==> config.mk <==
export PLATFORM = sky130hd
export DESIGN_NAME = and_reg_tester
export DESIGN_NICKNAME = d
export VERILOG_FILES = /design/src/rtl/and_reg_tester.sv
export SDC_FILE = /design/constraint.sdc
export NUM_CORES = 1
export LEC_CHECK = 0
export BUFFER_PORTS_ARGS = -buffer_cell sky130_fd_sc_hd__buf_2
export CAP_MARGIN = 40
export CORE_MARGIN = 2
export CORE_UTILIZATION = 59
export CTS_CLUSTER_SIZE = 24
export DETAILED_ROUTE_END_ITERATION = 10
export PLACE_DENSITY = 0.9
export SYNTH_ARGS = -nofsm -noshare
export SYNTH_HDL_FRONTEND = slang
export SYNTH_SLANG_ARGS = --single-unit
==> constraint.sdc <==
create_clock -name clk -period 3.35 [get_ports clk]
set_input_delay 0.335 -clock clk [delete_from_list [all_inputs] [get_ports clk]]
set_output_delay 0.335 -clock clk [all_outputs]
set_load 0.005 [all_outputs]
==> src/rtl/and_reg_tester.sv <==
// ---------------------------------------------------------------------------
// and_reg_tester
//
// Purpose: drives all four input combinations into a registered AND unit under
// test. For each combination it waits for the unit's one-cycle capture, then
// compares the unit's q against the expected AND of the vector. It reports a
// saturating mismatch count and a pass flag when the sweep ends.
//
// Ports:
//   clk        in   single clock, rising edge
//   rst_n      in   asynchronous active-low reset
//   start      in   level request for a sweep, sampled only while idle
//   q          in   registered AND output of the unit under test
//   a1, a2     out  registered stimulus bits ({a1,a2} = 00, 01, 10, 11)
//   busy       out  high whenever the sweep FSM is not idle
//   done       out  one-cycle pulse in the final cycle of a sweep
//   pass       out  1 when the sweep ended with zero mismatches
//   err_count  out  mismatches since the last accepted start (saturating)
//
// Configuration macro: AND_TESTER_LOOP_EN
//   When defined, a held start makes sweeps run back to back from DONE. The
//   error count accumulates across those looped sweeps.
// ---------------------------------------------------------------------------
module and_reg_tester #(
  parameter int unsigned ERR_W = 8
) (
  input  logic             clk,
  input  logic             rst_n,
  input  logic             start,
  input  logic             q,
  output logic             a1,
  output logic             a2,
  output logic             busy,
  output logic             done,
  output logic             pass,
  output logic [ERR_W-1:0] err_count
);

  localparam int unsigned VEC_W = 2;
  localparam logic [VEC_W-1:0] VEC_LAST = VEC_W'(3);
  localparam logic [ERR_W-1:0] ERR_MAX  = {ERR_W{1'b1}};

  typedef enum logic [2:0] {
    IDLE  = 3'd0,
    DRIVE = 3'd1,
    WAIT  = 3'd2,
    CHECK = 3'd3,
    DONE  = 3'd4
  } state_e;

  state_e           state_q, state_d;
  logic [VEC_W-1:0] vec_q,   vec_d;
  logic [VEC_W-1:0] a_q,     a_d;
  logic [ERR_W-1:0] err_q,   err_d;
  logic             pass_q,  pass_d;
  logic             busy_q;
  logic             done_q;
  logic             exp_c;

  // Expected unit output for the vector currently under check
  assign exp_c = vec_q[1] & vec_q[0];

  // Next-state and datapath update
  always_comb begin
    state_d = state_q;
    vec_d   = vec_q;
    a_d     = a_q;
    err_d   = err_q;
    pass_d  = pass_q;

    unique case (state_q)
      IDLE: begin
        if (start) begin
          state_d = DRIVE;
          vec_d   = '0;
          err_d   = '0;
          pass_d  = 1'b0;
        end
      end

      DRIVE: begin
        a_d     = vec_q;
        state_d = WAIT;
      end

      // The unit under test captures a1&a2 on the edge leaving this state
      WAIT: begin
        state_d = CHECK;
      end

      CHECK: begin
        if ((q != exp_c) && (err_q != ERR_MAX)) begin
          err_d = err_q + ERR_W'(1);
        end
        if (vec_q == VEC_LAST) begin
          state_d = DONE;
          // Result is decided with the final check folded in, so pass is
          // valid alongside the done pulse
          pass_d  = (err_d == '0);
        end else begin
          vec_d   = vec_q + VEC_W'(1);
          state_d = DRIVE;
        end
      end

      DONE: begin
`ifdef AND_TESTER_LOOP_EN
        if (start) begin
          state_d = DRIVE;
          vec_d   = '0;
        end else begin
          state_d = IDLE;
        end
`else
        state_d = IDLE;
`endif
      end

      default: begin
        state_d = IDLE;
      end
    endcase
  end

  // State and output registers; busy/done are precomputed from the next state
  // so they line up with the state they describe
  always_ff @(posedge clk or negedge rst_n) begin
    if (!rst_n) begin
      state_q <= IDLE;
      vec_q   <= '0;
      a_q     <= '0;
      err_q   <= '0;
      pass_q  <= 1'b0;
      busy_q  <= 1'b0;
      done_q  <= 1'b0;
    end else begin
      state_q <= state_d;
      vec_q   <= vec_d;
      a_q     <= a_d;
      err_q   <= err_d;
      pass_q  <= pass_d;
      busy_q  <= (state_d != IDLE);
      done_q  <= (state_d == DONE);
    end
  end

  assign a1        = a_q[1];
  assign a2        = a_q[0];
  assign busy      = busy_q;
  assign done      = done_q;
  assign pass      = pass_q;
  assign err_count = err_q;

endmodule

==> metrics.md, run 1 <==
| Metric | Value |
|---|---|
| VDD IR max | `slightly below 0.0005 V` |
| Final setup margin | `1.30 ns` |
| Fillers | `134` |
| Largest area contributor in the netlist | `dfrtp_1` |
| Top FF cell, synth | `dfrtp_1` |
| RSZ-0062 raised after global routing | `false` |
| Remaining routing DRC violations | `0` |
| Gr ovfl total | `0` |
| Initial Utilization | `0.627` |
| Worst Path Required | `3.55 ns` |
| Multi-input logic area | `slightly below 600 um^2` |
| Cell chosen for the clock root | `clkbuf_4` |
| Post-synthesis mux area share | `0.0643` |
| Hold Slack | `0.485 ns` |
| Fin. Hold Viols | `0` |
| Syn_area_per_cell | `roughly 10 um^2` |
| Area contributors post-synth | `dfrtp_1 42%, a21oi_1 3.3%, mux2_2 3.2%, a31oi_1 2.3%, ha_1 2.3%` |
| Maximum fanout along the worst path | `9` |
| Clock Skew | `0.00782 ns` |
| Antenna violations before repair | `0` |
| WL per Instance | `approximately 16 um` |
| Die Wd | `roughly 47 um` |
| Post-synth EDFFs | `0` |
| Crit Path Category | `reg -> reg` |
| FMAX | `roughly 500 MHz` |
| Post-synthesis compound-gate area fraction | `0.259` |
| CP arrival | `around 2.3 ns` |
| Post-CTS setup buffers | `0` |
| Die Y | `~47 um` |
| Max-slew violations | `0` |
| Drt first-iter violations | `33` |
| Clock buffer depth | `2` |
| Via density per instance | `6.27` |
| Commonest non-fill, non-tap cell in the layout | `dfrtp_1` |
| Endpoint class of the critical path | `flip-flop` |
| Area occupied by registers | `450 um^2` |
| Leak | `0.557 nW` |
| RD Place Congestion | `0.865` |
| I/O Buffers | `16` |
| Post-synthesis xor/xnor area fraction | `0.0315` |
| Tot GR Track Use | `0.248` |
| Syn Nets | `111` |
| Post-synth cell types | `45` |
| Clk slew on worst S/H paths | `0.10 ns` |
| Hold Path Class | `in -> async` |
| Adder-cell area share of the yosys netlist | `0.0234` |
| Pin count of the biggest net entering global routing | `19` |
| Setup_tns | `0 ns` |
| Clock latency on the worst-skew pair | `about 0.29 ns` |
| P_sw | `0.350 mW` |
| Gate Count Post-Synth | `105` |
| Status | `finished clean` |
| Layout cell share with drive strength beyond 1 | `0.275` |
| Row count | `15` |
| Main combinational cell family by area after synthesis | `compound AO/OA/AOI/OAI gates` |
| Core box area | `0.00171 mm^2` |
| Post-route ant nets | `0` |
| First-pass GRT wire length | `3800 um` |
| DRT Pass-1 Iters | `4` |
| Yosys top cell area share | `0.421` |
| Post-Syn Area | `0.00107 mm^2` |
| Pint | `0.517 mW` |
| Final setup violating endpoints | `0` |
| Final min period | `2.05 ns` |
| Io pins | `17` |
| Clock share of power | `0.152` |
| Nets | `about 130` |
| Area delta synth->final | `12.0%` |
| Detailed Route WL | `around 2300 um` |
| Period utilization | `0.613` |
| # diodes | `0` |
| Post-Synth Simple-Gate Area | `0.160` |
| Sw frac | `0.404` |
| Register area share after synthesis | `0.421` |
| Die area | `0.00217 mm^2` |
| Gate power share | `0.443` |
| Worst slack at placement | `1.35 ns` |
| Htree depth | `1` |
| Clock sink count | `18` |
| Synthesis Warnings | `0` |
| Vias in the first global route | `843` |
| Commonest cells after routing, fill and taps aside | `18 x dfrtp_1, 16 x buf_2, 7 x a21oi_1` |
| Vias post-DR | `909` |
| Least-Margin Pin Slew | `about 0.8 ns` |
| TritonCTS clock tree | `yes` |
| Max cap viols | `0` |
| PwrDens | `slightly above 700 mW/mm^2` |
| Startpoint types | `flip-flop` |
| Seq pwr share | `0.404` |
| DPL Wire Length | `around 1700 um` |
| Clock buffer count from CTS | `3` |
| Yosys reg bits | `18` |
| Rel. slew slack | `0.458` |
| Ys async rst share | `1.00` |
## what timing repair did
item	4_1_cts	5_1_grt
hold buffers	1	0
hold endpoints to repair	18	0
resized for setup	0	0
## cell usage after synthesis, types with 2 or more instances
master / number
and3_1: 2
xnor2_1: 2
a21o_1: 2
inv_1: 4
mux2_2: 3
nand2_1: 5
ha_1: 2
clkbuf_1: 3
and2_1: 3
a31oi_1: 4
o211ai_1: 2
nand3_1: 4
nand2b_1: 3
dfrtp_1: 18
buf_2: 2
o21ai_0: 4
a211oi_1: 2
nand4_1: 2
a21oi_1: 7
mux2i_1: 2
nor2_1: 4
o21ai_1: 2
## worst max-delay path: stages, from the launching register on
cell,delay (ns)
dfrtp_1,0.42
ha_1,0.33
xor2_2,0.41
nand4_2,0.17
mux2_4,0.34
o41ai_2,0.29
## kinds of logic after synthesis
kind of cell             Yosys count
adder cells (fa/ha/maj)            2
XOR/XNOR                           3
AND/OR/NAND/NOR                   29
AO/OA/AOI/OAI                     37
flip-flops                        18
buffers and inverters             10
multiplexers                       6
## final timing paths
path / start / end / slack [ns] / cells after the start
min in group clk: a_q[0] / a_q[0] / 0.51 / 1
min reg2reg: a_q[0] / a_q[0] / 0.51 / 1
max reg2reg: vec_q[0] / pass / 1.30 / 5
max in group asynchronous: rst_n / pass / 2.58 / 2
min: rst_n / vec_q[0] / 0.48 / 2
max: vec_q[0] / pass / 1.30 / 5
## cell type report
type                    count  area share
multi-input cells          77       0.481
clock buffers               4      0.0302
well taps                  25      0.0261
inverters                   4      0.0125
repair buffers             17      0.0751
flip-flops and latches     18       0.375
## stage by stage
stage	utilization	power, mW	cell area (um^2)	std cells
global route	0.703	0.936	1200	145
global placement	0.675	0.717	1150	140
detailed placement	0.675	0.733	1150	140
CTS	0.703	0.870	1200	145
finish	0.703	0.867	1200	145
floorplan	-	0.623	1070	105
## registers in the layout, summed over array words and instances, names as in the netlist
| register | flops |
|---|---|
| a_q | 2 |
| busy | 1 |
| done | 1 |
| err_count | 8 |
| pass | 1 |
| state_q | 3 |
| vec_q | 2 |
## power groups by stage
stage	clock network, mW	logic [mW]	registers [mW]
6_report	0.132	0.384	0.351
5_1_grt	0.142	0.435	0.358
4_1_cts	0.134	0.387	0.349
3_5_place_dp	0	0.379	0.354
3_3_place_gp	0	0.367	0.350
2_1_floorplan	0	0.288	0.335
## per-layer routing
layer | track usage | vias up | share of wire
met5 | 0 | - | 0
met4 | 0.0971 | 0 | 0.021
met3 | 0.0275 | 7 | 0.038
met2 | 0.397 | 30 | 0.53
met1 | 0.341 | 446 | 0.41
li1 | - | 426 | -
No activity file was read; power rests on OpenSTA's default activity.
==> run 2: changes to the inputs <==
Settings changed: CORE_UTILIZATION 59 to 54, PLACE_DENSITY 0.9 to 0.84.
Clock period 3.35 ns to 2 ns, I/O delays scaled along.
==> run 2 against run 1 <==
Die area rose by 8.5%. Setup slack got worse by 1.2 ns. Hold slack got worse by 0.13 ns.
==> metrics.md, run 2 (same netlist as run 1, synthesis figures left out) <==
| Metric | Value |
|---|---|
| RSZ-0062 raised after global routing | `false` |
| Crit Path Category | `reg -> reg` |
| Rel. slew slack | `0.731 (+0.273)` |
| CP arrival | `2.10 ns (-0.15 ns)` |
| Clock Skew | `0.00244 ns (-0.00538 ns)` |
| Final min period | `1.90 ns (-0.149 ns)` |
| Endpoint class of the critical path | `flip-flop` |
| Layout cell share with drive strength beyond 1 | `0.304 (+0.0290)` |
| Initial Utilization | `0.557 (-0.0698)` |
| Clock buffer depth | `2 (unchanged)` |
| Row count | `16 (+1)` |
| Via density per instance | `5.88 (-6.3%)` |
| WL per Instance | `14.5 um (-9.6%)` |
| Maximum fanout along the worst path | `9 (unchanged)` |
| Die Y | `48.5 um (+4.1%)` |
| Crit Reg-Reg Startpoint | `vec_q[0]` |
| Hold Slack | `0.357 ns (-0.128 ns)` |
| Pin count of the biggest net entering global routing | `19 (unchanged)` |
| DRT Pass-1 Iters | `4 (unchanged)` |
| Critical R2R Capture | `pass` |
| Die area | `0.00236 mm^2 (+8.5%)` |
| # diodes | `0 (unchanged)` |
| RD Place Congestion | `0.868 (+0.40%)` |
| TritonCTS clock tree | `yes` |
| Area delta synth->final | `15.8%` |
| Nets | `132 (+3.9%)` |
| Vias post-DR | `893 (-1.8%)` |
| Drt first-iter violations | `16 (-52%)` |
| Core box area | `0.00192 mm^2 (+13%)` |
| Max-slew violations | `0 (unchanged)` |
| Commonest cells after routing, fill and taps aside | `18 x dfrtp_1, 16 x buf_2, 7 x a21oi_1` |
| Final setup violating endpoints | `0 (unchanged)` |
| Htree depth | `1 (unchanged)` |
| Post-route ant nets | `0 (unchanged)` |
| Least-Margin Pin Slew | `0.403 ns (-0.407 ns)` |
| CP delay by family, top | `flip-flops` |
| Slowest CP cell | `dfrtp_1` |
| Vias in the first global route | `853 (+1.2%)` |
| Antenna violations before repair | `0 (unchanged)` |
| Leak | `0.584 nW (+4.7%)` |
| Setup slack, reg-to-reg | `0.1 ns (-1.20 ns)` |
| Cell chosen for the clock root | `clkbuf_4` |
| Clock buffer count from CTS | `3 (unchanged)` |
| DPL Wire Length | `1680 um (+0.72%)` |
| Startpoint types | `flip-flop` |
| Post-CTS setup buffers | `0 (unchanged)` |
| VDD IR max | `0.000845 V (+73%)` |
| Worst slack at placement | `0.105 ns (-1.24 ns)` |
| Clk slew on worst S/H paths | `0.10 ns (about the same)` |
| Inst Count DP | `147 (+5.0%)` |
| Layout Cells excl Fill | `152 (+4.8%)` |
| Max cap viols | `0 (unchanged)` |
| FMAX | `525 MHz (+7.8%)` |
| Tot GR Track Use | `0.211 (-0.0366)` |
| Commonest non-fill, non-tap cell in the layout | `dfrtp_1` |
| Gr ovfl total | `0 (unchanged)` |
| First-pass GRT wire length | `3910 um (+2.7%)` |
| Status | `finished clean` |
| Io pins | `17 (unchanged)` |
| Die Wd | `48.5 um (+4.1%)` |
| Hold Path Class | `in -> async` |
| Remaining routing DRC violations | `0 (unchanged)` |
| Crit path cell chain | `ha_1 -> xor2_2 -> nand4_2 -> mux2_4 -> o41ai_2` |
| Worst path bufs/invs | `0 (unchanged)` |
| I/O Buffers | `16 (unchanged)` |
| Cell Area, Placed | `0.00119 mm^2 (+3.5%)` |
| Clock sink count | `18 (unchanged)` |
| Period utilization | `0.952 (+0.339)` |
| Clock latency on the worst-skew pair | `0.28 ns (about the same)` |
| Final setup margin | `0.0965 ns (-1.20 ns)` |
| Setup_tns | `0 ns (unchanged)` |
| Reg2Reg Depth | `5 (unchanged)` |
| Detailed Route WL | `2210 um (-5.2%)` |
| Design area | `0.00124 mm^2 (+3.3%)` |
| Fin. Hold Viols | `0 (unchanged)` |
| PwrDens | `1190 mW/mm^2 (+65%)` |
| Worst Path Required | `2.19 ns (-1.36 ns)` |
| Finished Core Util | `0.645 (-0.0574)` |
| CP peak stage delay | `0.42 ns (about the same)` |
| Largest register FFs | `8 (unchanged)` |
| Pwr Total | `1.48 mW (+71%)` |
run 2: changes by cell type in the layout (fill, tap and decap cells not counted):
cell | before | now
buf_4 | 0 | 5
run 2: layer usage:
layer  track usage  routed length [um]  share of wire
met1         0.275                 995           0.45
met2         0.356                1090           0.49
met3        0.0309                  86          0.039
met4        0.0810                  42          0.019
met5             0                   0              0
run 2: how the worst max path moves through the flow:
stage,from,endpoint,slack (ns),depth (start not counted)
finish,vec_q[0],pass,0.1,5
global route,vec_q[0],pass,0.002,5
CTS,vec_q[0],pass,0.09,5
detailed placement,vec_q[0],pass,0.11,5
global placement,vec_q[0],pass,0.17,5
floorplan,vec_q[0],pass,0.15,6
run 2: report_power, final:
part | switching [mW] | internal [mW]
Combinational | 0.357 | 0.319
Sequential | 0.112 | 0.471
Clock | 0.110 | 0.111
run 2: timing repair:
action | 4_1_cts | 5_1_grt
resized for setup | 0 | 0
endpoints found under the setup margin | 0 | 0
hold buffers | 1 | 0
endpoints found under the hold margin | 18 | 0
run 2: final cells by class:
class / instances / area, um^2
clock buffer: 4 / 36.3
fill: 163 / 682
inverter: 4 / 15.0
multi-input combinational: 77 / 577
sequential: 18 / 450
tap: 27 / 33.8
timing repair buffer: 22 / 128
